$ cat config.mk
export PLATFORM = sky130hd
export DESIGN_NAME = rgb_pwm_array
export DESIGN_NICKNAME = d
export VERILOG_FILES = /design/src/rtl/rgb_pwm_array.sv
export SDC_FILE = /design/constraint.sdc
export NUM_CORES = 1
export LEC_CHECK = 0
export BUFFER_PORTS_ARGS = -buffer_cell sky130_fd_sc_hd__buf_2
export CAP_MARGIN = 40
export CORE_ASPECT_RATIO = 1.2
export CORE_MARGIN = 3
export CORE_UTILIZATION = 60
export CTS_BUF_LIST = sky130_fd_sc_hd__clkbuf_4 sky130_fd_sc_hd__clkbuf_8
export DETAILED_ROUTE_END_ITERATION = 6
export GPL_TIMING_DRIVEN = 1
export MAX_ROUTING_LAYER = met4
export PLACE_DENSITY = 0.78
export SETUP_SLACK_MARGIN = 0.4
export SYNTH_ARGS = -nofsm -noshare
export SYNTH_HDL_FRONTEND = slang
export SYNTH_SLANG_ARGS = --single-unit
export TNS_END_PERCENT = 10
$ cat constraint.sdc
create_clock -name Clock_in -period 2.98 [get_ports Clock_in]
set_clock_uncertainty 0.15 [all_clocks]
set_input_delay 0.298 -clock Clock_in [delete_from_list [all_inputs] [get_ports Clock_in]]
set_output_delay 0.298 -clock Clock_in [all_outputs]
set_load 0.05 [all_outputs]
$ cat src/rtl/rgb_pwm_array.sv
// Multi-channel PWM engine for RGB LED segments.
// One shared prescaled period counter, per-channel target/active duty registers,
// duty changes take effect only at period boundaries, run/stop control FSM.
// Optional build macro RGB_PWM_FADE_EN: active duty steps by one toward target per period
// instead of jumping, and restarts from dark after each stop.
module rgb_pwm_array #(
  parameter int unsigned CHANNELS = 6,
  parameter int unsigned WIDTH    = 8,
  parameter int unsigned PRESCALE = 1,
  parameter int unsigned AW       = 3
) (
  input  logic                Clock_in,
  input  logic                Reset_n,
  input  logic                Enable,
  input  logic                Duty_wr_en,
  input  logic [AW-1:0]       Duty_wr_addr,
  input  logic [WIDTH-1:0]    Duty_wr_data,
  output logic [CHANNELS-1:0] Pwm_out,
  output logic                Period_start,
  output logic                Busy
);

  localparam int unsigned PW = (PRESCALE > 1) ? $clog2(PRESCALE) : 1;
  localparam logic [PW-1:0]    PRE_MAX = PW'(PRESCALE - 1);
  localparam logic [WIDTH-1:0] CNT_MAX = '1;

  typedef enum logic [1:0] {IDLE, RUN, STOPPING} state_t;

  state_t           state;
  state_t           state_next;
  logic [PW-1:0]    presc;
  logic [WIDTH-1:0] cnt;
  logic [WIDTH-1:0] target     [CHANNELS];
  logic [WIDTH-1:0] active     [CHANNELS];
  logic [WIDTH-1:0] target_fwd [CHANNELS];
  logic             tick_c;
  logic             boundary_c;
  logic             start_c;
  logic             wr_ok_c;

  assign tick_c     = (state != IDLE) && (presc == PRE_MAX);
  assign boundary_c = tick_c && (cnt == CNT_MAX);
  assign start_c    = (state == IDLE) && Enable;
  assign wr_ok_c    = Duty_wr_en && (32'(Duty_wr_addr) < CHANNELS);

  // Target as seen this cycle, forwarding a same-cycle write so a boundary load never misses it
  always_comb begin
    for (int i = 0; i < CHANNELS; i++) begin
      target_fwd[i] = target[i];
      if (wr_ok_c && (Duty_wr_addr == AW'(i))) target_fwd[i] = Duty_wr_data;
    end
  end

  // Control FSM next state: stop request only takes effect at the end of a period
  always_comb begin
    state_next = state;
    case (state)
      IDLE:     if (Enable) state_next = RUN;
      RUN:      if (!Enable) state_next = STOPPING;
      STOPPING: begin
        if (Enable)          state_next = RUN;
        else if (boundary_c) state_next = IDLE;
      end
      default:  state_next = IDLE;
    endcase
  end

  // FSM state register
  always_ff @(posedge Clock_in or negedge Reset_n) begin
    if (!Reset_n) state <= IDLE;
    else          state <= state_next;
  end

  // Prescaler and period counter, both parked at zero while idle
  always_ff @(posedge Clock_in or negedge Reset_n) begin
    if (!Reset_n) begin
      presc <= '0;
      cnt   <= '0;
    end else if (state == IDLE) begin
      presc <= '0;
      cnt   <= '0;
    end else if (tick_c) begin
      presc <= '0;
      cnt   <= cnt + WIDTH'(1);
    end else begin
      presc <= presc + PW'(1);
    end
  end

  // Target duty registers, writable in any state
  always_ff @(posedge Clock_in or negedge Reset_n) begin
    if (!Reset_n) begin
      for (int i = 0; i < CHANNELS; i++) target[i] <= '0;
    end else begin
      for (int i = 0; i < CHANNELS; i++) target[i] <= target_fwd[i];
    end
  end

  // Active (shadow) duty, only changed at period boundaries or on start
  always_ff @(posedge Clock_in or negedge Reset_n) begin
    if (!Reset_n) begin
      for (int i = 0; i < CHANNELS; i++) active[i] <= '0;
    end else begin
      for (int i = 0; i < CHANNELS; i++) begin
`ifdef RGB_PWM_FADE_EN
        if (boundary_c) begin
          if (state_next == IDLE)             active[i] <= '0;
          else if (active[i] < target_fwd[i]) active[i] <= active[i] + WIDTH'(1);
          else if (active[i] > target_fwd[i]) active[i] <= active[i] - WIDTH'(1);
        end
`else
        if (start_c || boundary_c) active[i] <= target_fwd[i];
`endif
      end
    end
  end

  // Registered outputs: PWM compare, period pulse, busy flag
  always_ff @(posedge Clock_in or negedge Reset_n) begin
    if (!Reset_n) begin
      Pwm_out      <= '0;
      Period_start <= 1'b0;
      Busy         <= 1'b0;
    end else begin
      for (int i = 0; i < CHANNELS; i++) Pwm_out[i] <= (state != IDLE) && (cnt < active[i]);
      Period_start <= start_c || (boundary_c && (state_next != IDLE));
      Busy         <= (state_next != IDLE);
    end
  end

endmodule

Yosys cells after proc, flatten, opt, wreduce, memory -nomap -nowiden
Index checks and enable logic that the tools add are counted.
{"block": "word_totals", "register_bits": 115, "input_bits": 15, "wordCells": 75, "out_inout_bits": 8}
{"block": "op_classes", "muxes": 15, "n_addsub": 2, "order_cmp": 7, "n_reduce_logical": 24, "n_eq_ne": 8, "n_bitwise": 1}
{"cell": "$mux 8", "count": 8}
{"cell": "$lt 8x8->1", "count": 6}
{"cell": "$logic_and 1x1->1", "count": 17}
{"cell": "$add 8x1->8 const B", "count": 1}
{"cell": "$eq 8x8->1 const B", "count": 1}
{"cell": "$mux 2", "count": 4}
{"cell": "$eq 3x2->1 const B", "count": 2}
{"cell": "$eq 3x3->1 const B", "count": 2}
{"cell": "$pmux 2 s3", "count": 1}
{"cell": "$reduce_bool 2->1", "count": 3}
{"cell": "$eq 3x1->1 const B", "count": 1}
{"cell": "$logic_not 3->1", "count": 1}
{"cell": "$lt 3x3->1 const B", "count": 1}
{"cell": "$eq 2x1->1 const B", "count": 1}
{"cell": "$eq 2x2->1 const B", "count": 1}
{"cell": "$logic_not 2->1", "count": 1}
{"cell": "$logic_or 1x1->1", "count": 2}
{"cell": "$mux 1", "count": 2}
{"cell": "$add 1x1->1 const B", "count": 1}
{"cell": "$not 1->1", "count": 1}

Longest topological paths before layout
{"block": "logic_depth", "ltp_word": 9, "mapped_depth": 7, "ltp_nobuf": 6}

Least setup slack after synthesis
Ideal clock, no wire load.
{"block": "synth_timing", "kind": "register to register", "from": "register cnt[3]", "to": "register active[25] (netlist bit)", "arrival_ns": 1.845, "slack_ns": 0.860, "path_stages_with_launch": 7, "required_time_ns": 2.705, "cell_sequence": "dfrtp_1 -> nand4_1 -> or4_4 -> nand2_4 -> buf_12 -> buf_12 -> mux2_4"}
{"block": "synth_between", "elab_chain_cells": 3}
{"item": "start: declaration", "line": "32", "source": "logic [WIDTH-1:0] cnt;"}
{"item": "start signal: assignment", "line": "84", "source": "cnt <= cnt + WIDTH'(1);"}
{"item": "$eq 8x8->1", "line": "42", "source": "assign boundary_c = tick_c && (cnt == CNT_MAX);"}
{"item": "$logic_and 1x1->1", "line": "42"}
{"item": "$logic_or 1x1->1", "line": "112", "source": "if (start_c || boundary_c) active[i] <= target_fwd[i];"}
{"item": "end signal: indexed assignment", "line": "112"}
{"item": "end: declaration", "line": "34", "source": "logic [WIDTH-1:0] active [CHANNELS];"}
Every way passes these cells.
A chain may end at the register's enable or synchronous reset.

Worst setup path after layout
{"block": "layout_timing", "from": "register cnt[5]", "to": "register active[6] (netlist bit)"}
Same word-level chain as after synthesis.

==> results by group <==
Outcome
  – Status: finished clean

Clock tree
  – CTS clock-pin slew for the worst setup and hold paths: 0.06 ns
  – CTS root buffer: clkbuf_8
  – CTS Buf Count: 17
  – Clk sinks: 115
  – H-tree levels: 4
  – Clock Tree Buf Depth: 2
  – TritonCTS clock tree: built
  – Worst skew pair latency: 0.43 ns

Routing
  – Via count: 3,299
  – Initial DRT Pass Iterations: 4
  – Routed vias/inst: 5.61
  – DRC: 0
  – Remaining antenna violation count after routing: 0
  – Total wire length: 11.1 mm
  – Wire length per cell: 18.8 um
  – Initial DRC count: 182

Worst setup path
  – Max incr delay on CP: 0.56 ns
  – Cell family with the largest share of critical-path delay: simple AND/OR/NAND/NOR gates
  – R2R cell count: 5
  – Setup CP Type: register to register
  – CP endpoint kind: register
  – Reg-to-Reg Start: cnt[5]$_DFFE_PN0P_
  – Critical Path Start: cnt[5]$_DFFE_PN0P_
  – Crit path max fanout: 16
  – Worst Setup EP: active[6]$_DFFE_PN0P_
  – Buf+Inv Stages, Crit Path: 1
  – Critical path required time: 3.14 ns
  – CP max-delay cell: dfrtp_1
  – Arrival time at the worst endpoint: 2.62 ns
  – Path length in cells of the critical path: 5
  – Crit path cell chain: nand4_1, or4_4, nand2_4, buf_4, mux2_2
  – R2R Setup Slk: 0.52 ns
  – Setup crit start kind: register
  – Crit Reg-Reg Endpoint: active[6]$_DFFE_PN0P_

Placed design
  – DP Worst Slack: 0.472 ns
  – Detailed placement HPWL: 7.94 mm
  – Routability cong.: 0.842
  – Placed cell areas: 5820 um2
  – Port buffer count: 22

Synthesis
  – Synthesized cell area: 5530 um2
  – Synthesized net count: 472
  – Seq/Total Area, Yosys: 52.0%
  – Syn Inst Count: 414
  – Yosys reg bits: 115
  – Post-synth cell types: 35
  – Synthesized area per cell: 13.4 um2
  – Syn. warnings: 0

Floorplanning
  – Rows: 37
  – Core footprint: 8800 um2
  – DIE WIDTH: 93.6 um
  – Number of top-level pins: 23
  – Starting density of the core: 62.9%
  – Die ar.: 10,400 um2
  – Die Span Y: 111 um

Pwr
  – VDD IR max: 0.442 mV
  – P_leak: 3.11 nW
  – Final Power: 5.01 mW
  – Power per cell area: 796 nW/um2

Layout
  – Layout cell share with drive strength beyond 1: 36.5%
  – Diodes inserted: 0
  – Design Area, Final: 6290 um2
  – Total Nets Final: 516
  – Synth-to-layout area growth: 13.8%

Timing
  – Setup violations, final: 0
  – Slew headroom: 64.6%
  – Fmax: 407 MHz
  – Final max-slew violation count: 0
  – Crit path time final: 2.46 ns
  – Final setup TNS: 0 ns
  – Fin worst setup slack: 0.520 ns
  – Fin. Hold Viols: 0
  – Measured slew at the worst slew-check pin: 0.527 ns
  – Fin crit share: 82.5%
  – RSZ-0062 raised after global routing: no

Global routing
  – Vias in the first global route: 3,640
  – Initial antenna violation count: 0
  – First-pass GRT wire length: 18.5 mm
  – GRT overflow: 0
  – Largest net degree at the start of global routing: 85
  – Overall Global Routing Usage: 24.7%

Worst hold path
  – Hold Crit Class: input port to register

Job
  – Max_cap viols: 0
==> kinds of logic after synthesis <==
family,Yosys count,synth area share (%)
mux,98,21.3
fa+ha+maj,43,9.73
simple gates,48,5.43
compound gates,50,5.91
buf+inv,54,4.73
other cells,1,0.0678
flops,115,52.0
xor+xnor,5,0.792
==> per-layer routing <==
metal | vias up | GRT usage (%) | part of all wire [%]
met5 | - | - | 0
met4 | 0 | 12.5 | 4.2
met3 | 28 | 5.91 | 4.0
met2 | 76 | 37.6 | 49
met1 | 1652 | 30.9 | 43
li1 | 1543 | - | -
==> cell usage after synthesis (all sizes together) <==
cell | n | share of area [%]
and3b | 1 | 0.16
conb | 1 | 0.068
a211o | 12 | 1.9
nand4b | 3 | 0.48
a41oi | 6 | 0.95
clkbuf | 4 | 0.27
ha | 43 | 9.7
nand4 | 2 | 0.23
xnor2 | 1 | 0.16
a21oi | 14 | 1.3
nor2b | 1 | 0.11
dfrtp | 115 | 52
or3 | 2 | 0.23
nor4bb | 2 | 0.36
mux2i | 1 | 0.18
o22ai | 1 | 0.11
mux2 | 97 | 21
nand2b | 12 | 1.4
or4 | 1 | 0.20
o31ai | 1 | 0.14
a21boi | 1 | 0.14
a22oi | 1 | 0.14
buf | 7 | 1.5
xor2 | 4 | 0.63
nor4b | 1 | 0.43
nor3 | 1 | 0.18
nand3b | 1 | 0.14
nand2 | 12 | 0.95
nor2 | 9 | 0.61
inv | 43 | 2.9
o21ai | 14 | 1.3
==> sequential cells by signal, indices dropped and copies added, names as in the netlist <==
register / count
presc: 1
state: 2
cnt: 8
Busy: 1
active: 48
Pwm_out: 6
Period_start: 1
target: 48
==> where the power goes <==
part / switching [mW] / internal [mW]
registers: 0.208 / 1.98
clock network: 0.595 / 1.04
logic: 0.587 / 0.603
total: 1.39 / 3.62
==> metrics by stage <==
step,hold WS (ns),cells,utilization [%]
floorplan,-0.148,414,-
global placement,0.108,554,66.1
detailed placement,0.112,554,66.1
CTS,0.0347,588,71.5
global route,0.0452,588,71.5
finish,0.0608,588,71.5
==> worst min path at each step <==
stage                     from                   end  slack (ns)  cells past startpoint
5_1_grt        Duty_wr_data[0]   target[8]$_DFF_PN0_        0.05                      2
6_report       Duty_wr_data[0]   target[8]$_DFF_PN0_        0.06                      2
3_5_place_dp           Reset_n  target[22]$_DFF_PN0_        0.11                      1
3_3_place_gp           Reset_n  target[22]$_DFF_PN0_        0.11                      1
4_1_cts        Duty_wr_data[0]   target[8]$_DFF_PN0_        0.03                      2
2_1_floorplan          Reset_n        Busy$_DFF_PN0_       -0.15                      0
==> layout by cell type (no fill, tap or decap), types with 2 or more instances in the layout <==
master	count
a211o_1	12
a21oi_1	14
a41oi_1	6
buf_12	2
buf_2	21
buf_4	11
bufinv_16	5
clkbuf_4	3
clkbuf_8	18
clkinv_2	5
dfrtp_1	112
dfrtp_2	3
dlygate4sd3_1	2
ha_1	43
inv_1	43
mux2_2	77
mux2_4	20
nand2_1	11
nand2b_1	12
nand4_1	2
nand4b_1	3
nor2_1	9
nor4bb_2	2
o21ai_0	14
or3_1	2
xor2_1	4
==> area by class of cell <==
class,count,area (um2)
Clock buffer,21,270
Clock inverter,11,183
Fill cell,583,2500
Inverter,43,161
Multi-Input combinational cell,245,2400
Sequential cell,115,2880
Tap cell,117,146
Timing Repair Buffer,36,248
==> what timing repair did <==
item	in CTS	in global routing
resized for setup	0	3
hold buffers	2	0
hold endpoints to repair	33	0
buffers inserted	0	0
endpoints found under the setup margin	0	11
No activity file was read; power rests on OpenSTA's default activity.
